[config.mk]
export PLATFORM = sky130hd
export DESIGN_NAME = fifo_push_arbiter
export DESIGN_NICKNAME = d
export VERILOG_FILES = /design/src/rtl/fifo_pkg.sv /design/src/rtl/fifo_push_arbiter_picker.sv /design/src/rtl/fifo_push_arbiter.sv
export SDC_FILE = /design/constraint.sdc
export NUM_CORES = 1
export LEC_CHECK = 0
export ABC_AREA = 0
export CAP_MARGIN = 20
export CELL_PAD_IN_SITES_DETAIL_PLACEMENT = 0
export CELL_PAD_IN_SITES_GLOBAL_PLACEMENT = 1
export CORE_UTILIZATION = 30
export CTS_BUF_LIST = sky130_fd_sc_hd__clkbuf_16
export DETAILED_ROUTE_END_ITERATION = 10
export GPL_TIMING_DRIVEN = 0
export MAX_ROUTING_LAYER = met4
export PLACE_DENSITY = 0.86
export SYNTH_ARGS = -nofsm -noshare
export SYNTH_HDL_FRONTEND = slang
export SYNTH_HIERARCHICAL = 1
export SYNTH_SLANG_ARGS = --single-unit
[constraint.sdc]
create_clock -name clk -period 4 [get_ports clk]
set_input_delay 0.8 -clock clk [delete_from_list [all_inputs] [get_ports clk]]
set_output_delay 0.8 -clock clk [all_outputs]
set_load 0.05 [all_outputs]
[src/rtl/fifo_pkg.sv]
// Shared types and default sizing for the FIFO push-side arbiter.
package fifo_pkg;

  localparam int DATA_WIDTH = 8;
  localparam int N_REQ      = 4;
  localparam int MAX_BURST  = 4;

  localparam logic TRUE  = 1'b1;
  localparam logic FALSE = 1'b0;

  typedef enum logic [1:0] {
    IDLE  = 2'd0,
    BURST = 2'd1,
    STALL = 2'd2
  } arb_state_t;

  typedef logic [$clog2(N_REQ)-1:0] req_id_t;

endpackage

[src/rtl/fifo_push_arbiter_picker.sv]
// Round-robin pick: first requester after last_grant, wrapping, so the last winner is checked last.
module rr_priority_picker #(
  parameter int N_REQ = 4
) (
  input  logic [N_REQ-1:0]         req,
  input  logic [$clog2(N_REQ)-1:0] last_grant,
  output logic                     valid,
  output logic [$clog2(N_REQ)-1:0] pick
);
  import fifo_pkg::*;

  localparam int IDW = $clog2(N_REQ);

  always_comb begin
    valid = FALSE;
    pick  = '0;
    for (int k = 1; k <= N_REQ; k++) begin
      if (!valid && req[(int'(last_grant) + k) % N_REQ]) begin
        valid = TRUE;
        pick  = IDW'((int'(last_grant) + k) % N_REQ);
      end
    end
  end

endmodule

[src/rtl/fifo_push_arbiter.sv]
// Shares the FIFO push port among N_REQ producers with round-robin bursts, gated by full.
//  state | meaning
//  IDLE  | no grant held, arbitrating on any req
//  BURST | grant_id owns the push port, pushes while req and not full
//  STALL | grant_id holds the port but FIFO is full, waiting for space
module fifo_push_arbiter #(
  parameter int N_REQ      = fifo_pkg::N_REQ,
  parameter int DATA_WIDTH = fifo_pkg::DATA_WIDTH,
  parameter int MAX_BURST  = fifo_pkg::MAX_BURST
) (
  input  logic                                 clk,
  input  logic                                 rst,
  input  logic [N_REQ-1:0]                     req,
  input  logic [N_REQ-1:0][DATA_WIDTH-1:0]     data_in,
  input  logic                                 full,
  output logic                                 push,
  output logic [DATA_WIDTH-1:0]                push_data,
  output logic [N_REQ-1:0]                     ack,
  output logic [$clog2(N_REQ)-1:0]             grant_id,
  output logic                                 busy
);
  import fifo_pkg::*;

  localparam int IDW   = $clog2(N_REQ);
  localparam int CNT_W = $clog2(MAX_BURST) + 1;

  arb_state_t       state;
  logic [IDW-1:0]   last_grant;
  logic [CNT_W-1:0] burst_cnt;

  logic             granted_req;
  logic [N_REQ-1:0] grant_oh;
  logic [N_REQ-1:0] cand;
  logic [IDW-1:0]   scan_from;
  logic             pick_valid;
  logic [IDW-1:0]   pick;
  logic             burst_last;
  logic             rel;

  assign granted_req = req[grant_id];
  assign grant_oh    = N_REQ'(1) << grant_id;
  assign burst_last  = (burst_cnt == CNT_W'(MAX_BURST - 1));

  // On release the current grantee becomes last_grant, so scan from it in the same cycle.
  assign scan_from = (state == IDLE) ? last_grant : grant_id;
  assign cand      = (state != IDLE && !granted_req) ? (req & ~grant_oh) : req;

  assign rel = ((state == BURST) && (!granted_req || (!full && burst_last)))
            || ((state == STALL) && !granted_req);

  assign push      = (state == BURST) && granted_req && !full;
  assign ack       = push ? grant_oh : '0;
  assign push_data = data_in[grant_id];
  assign busy      = (state == BURST) || (state == STALL);

  rr_priority_picker #(.N_REQ(N_REQ)) u_picker (
    .req        (cand),
    .last_grant (scan_from),
    .valid      (pick_valid),
    .pick       (pick)
  );

  always_ff @(posedge clk or negedge rst) begin
    if (!rst) begin
      state      <= IDLE;
      grant_id   <= '0;
      last_grant <= IDW'(N_REQ - 1);
      burst_cnt  <= '0;
    end else if (rel) begin
      last_grant <= grant_id;
      burst_cnt  <= '0;
      if (pick_valid) begin
        grant_id <= pick;
        state    <= BURST;
      end else begin
        state <= IDLE;
      end
    end else begin
      case (state)
        IDLE: begin
          if (pick_valid) begin
            grant_id  <= pick;
            burst_cnt <= '0;
            state     <= BURST;
          end
        end
        BURST: begin
          if (full) state <= STALL;
          else      burst_cnt <= burst_cnt + CNT_W'(1);
        end
        STALL: begin
          if (!full) state <= BURST;
        end
        default: state <= IDLE;
      endcase
    end
  end

endmodule

==> results of run 1 <==
[cells in the mapped netlist]
cell / count
nand2b_1: 8
dfrtp_1: 7
inv_1: 7
mux4_2: 7
nand2_1: 7
a21oi_1: 6
ha_1: 6
mux2_2: 6
clkbuf_1: 5
nor2_1: 5
buf_2: 2
dfstp_2: 2
mux2i_1: 2
mux4_1: 2
o21ai_0: 2
o22ai_1: 2
a21boi_0: 1
a21boi_2: 1
a21oi_2: 1
a31oi_1: 1
and2b_1: 1
and3_1: 1
buf_1: 1
buf_6: 1
mux2_4: 1
nand2b_4: 1
nand3_1: 1
nand3b_1: 1
nor2b_1: 1
nor2b_2: 1
nor3_1: 1
o21bai_1: 1
o221ai_2: 1
o2bb2ai_1: 1
o31ai_1: 1
o31ai_2: 1
o32ai_1: 1
or3_1: 1
[worst paths after layout]
path / end / slack, ns / cells past startpoint
max in group asynchronous: last_grant[1] / 2.81 / 1
setup reg to reg: grant_id[1] / 2.05 / 7
setup / recovery: ack[3] / 0.22 / 6
hold / removal: burst_cnt[0] / 0.50 / 1
hold reg to reg: burst_cnt[0] / 0.50 / 1
min in group asynchronous: state[1] / 0.87 / 1
[stage by stage]
step,util [%],power [mW],area [sq um],instances,hold WS [ns]
finish,53.8,1.28,1670,200,0.503
global route,53.8,1.37,1670,200,0.515
CTS,53.8,1.30,1670,200,0.507
detailed placement,51.2,1.12,1590,196,0.502
global placement,51.2,1.10,1590,196,0.483
floorplan,-,0.871,993,98,0.470
[state kept, by name, summed over array words and instances, names as in the netlist]
signal / count
burst_cnt: 3
last_grant: 2
grant_id: 2
state: 2
[metal layers]
layer | vias up | wire, um
li1 | 472 | -
met3 | 2 | 358
met5 | - | 0
met4 | 0 | 12
met2 | 50 | 1210
met1 | 455 | 1100
[cell families after synthesis]
kind of cell / Yosys count / synth area share, %
mux: 18 / 31.5
buf+inv: 16 / 7.05
compound gates: 20 / 14.7
simple gates: 29 / 16.2
fa+ha+maj: 6 / 7.56
flops: 9 / 22.9
[power groups by stage]
stage / registers, mW / clock network [mW] / logic, mW
floorplan: 0.193 / 0 / 0.678
global placement: 0.161 / 0 / 0.943
finish: 0.162 / 0.169 / 0.952
global route: 0.167 / 0.180 / 1.02
detailed placement: 0.164 / 0 / 0.959
CTS: 0.164 / 0.173 / 0.963
[layout make-up]
| class | count | area (sq um) | area share (%) |
|---|---|---|---|
| well taps | 44 | 55.1 | 3.30 |
| inverters | 7 | 26.3 | 1.58 |
| clock buffers | 3 | 75.1 | 4.50 |
| clock inverters | 1 | 3.75 | 0.225 |
| repair buffers | 54 | 541 | 32.4 |
| flip-flops and latches | 9 | 228 | 13.7 |
| multi-input cells | 73 | 696 | 41.7 |
| plain buffers | 9 | 43.8 | 2.63 |
==> flow_metrics.env, run 1 <==
export IMPL_vias_per_cell=4.90
export IMPL_slowest_stage="clkdlybuf4s50_1"
export IMPL_synth_avg_cell_area_sq_um=10.1
export IMPL_synth_distinct_cells=38
export IMPL_worst_slew_pin_slew_ns=0.512
export IMPL_setup_ws_ns=0.223
export IMPL_ys_seq_area_share_pct=22.9
export IMPL_grt_pass1_vias=972
export IMPL_core_sq_um=3100
export IMPL_layout_min_cycle_time_ns=3.78
export IMPL_clk_latency_ns=0.23
export IMPL_clock_skew_ns=0.00145
export IMPL_critPathBufInv=3
export IMPL_clock_sink_count=9
export IMPL_firstDrtPassIters=4
export IMPL_initial_core_util_pct=32.0
export IMPL_post_dp_hpwl_um=2260
export IMPL_finalMaxSlewViolations=0
export IMPL_crit_top_cell="clkdlybuf4s50_1"
export IMPL_p_switching_mw=0.599
export IMPL_status="finished clean"
export IMPL_netlist_area_leader_share_pct=17.6
export IMPL_dp_slack_ns=0.251
export IMPL_die_w_um=59.5
export IMPL_yosys_warnings=6
export IMPL_reg2reg_from="grant_id[1]"
export IMPL_critical_path_cell_chain="clkdlybuf4s50_1 -> mux4_2 -> nand3b_1 -> inv_1 -> and3_1 -> clkdlybuf4s50_1"
export IMPL_drc=0
export IMPL_crit_start="req[3]"
export IMPL_grt_max_degree=11
export IMPL_ant_nets=0
export IMPL_hp_class="reg2reg"
export IMPL_drt_total_wl_um=2680
export IMPL_cap_violations=0
export IMPL_synthTopCellsByArea="dfrtp_1 18%, mux4_2 16%, ha_1 7.6%"
export IMPL_max_stage_delay_ns=0.69
export IMPL_overflow=0
export IMPL_rows=20
export IMPL_nets=202
export IMPL_drive_gt1_share_pct=17.9
export IMPL_power_frac_seq_pct=12.6
export IMPL_grt_pass1_wl_um=4300
export IMPL_clk_pin_slew_worst_paths_ns=0.04
export IMPL_p_comb_share_pct=74.2
export IMPL_worstPathRequired_ns=3.20
export IMPL_antenna_found_initial=0
export IMPL_dieArea_sq_um=3550
export IMPL_drtIter0Drc=38
export IMPL_switching_share_pct=46.7
export IMPL_layout_common_cells="54 x clkdlybuf4s50_1, 8 x inv_1, 8 x nand2b_1"
export IMPL_grt_busiest_layer="met2"
export IMPL_cts_made_buffers=3
export IMPL_gp_congestion=0.723
export IMPL_fin_crit_sh_pct=94.4
export IMPL_final_setup_viol_count=0
export IMPL_cts_setup_buffers=0
export IMPL_cts_buffer_depth=2
export IMPL_synth_area_sq_um=993
export IMPL_track_usage_pct=16.5
export IMPL_vias=979
export IMPL_routedWlPerCell_um=13.4
export IMPL_numPortBuffers=54
export IMPL_p_leak_nw=0.667
export IMPL_tritoncts="built"
export IMPL_pwr_share_clk_pct=13.2
export IMPL_rsz0062_at_grt="false"
export IMPL_synth_seq_cells=9
export IMPL_min_delay_start="burst_cnt[0]"
export IMPL_path_delay_family="buffers and inverters"
export IMPL_slew_headroom_pct=65.8
export IMPL_io_pins=55
export IMPL_synth_nets=143
export IMPL_htreeDepth=1
export IMPL_nFillCells=312
export IMPL_p_per_area_nw_per_um2=769
export IMPL_final_common_cell="clkdlybuf4s50_1"
export IMPL_met3_usage_pct=6.11
export IMPL_path_class="in2out"
export IMPL_ctsHoldBuffers=0
export IMPL_cts_repair_resized=0
export IMPL_crit_path_max_fanout=5
export IMPL_die_h_um=59.5
export IMPL_cts_root_buf="clkbuf_16"
export IMPL_cp_end_kind="output pin"
export IMPL_max_freq_ghz=0.265
export IMPL_yosys_area_top_type="dfrtp_1"
export IMPL_vdd_drop_max_mv=0.420
export IMPL_synthToLayoutAreaGrowth_pct=67.9
export IMPL_cp_arrival_ns=2.98
export IMPL_diodes=0
export IMPL_post_synth_inst_count=98
export IMPL_intPower_mw=0.684
export IMPL_fin_setup_tns_ns=0
export IMPL_hold_violations=0
export IMPL_grtUsageMet2_pct=29.2
export IMPL_use_met1_pct=17.8
export IMPL_setup_worst_path_start_class="input port"
No activity file was read; power rests on OpenSTA's default activity.
==> inputs of run 2 (changes only) <==
CAP_MARGIN = 15   (was 20)
==> results of run 2 <==
Same layout as run 1: the final DEF is identical, and so are final timing and power.
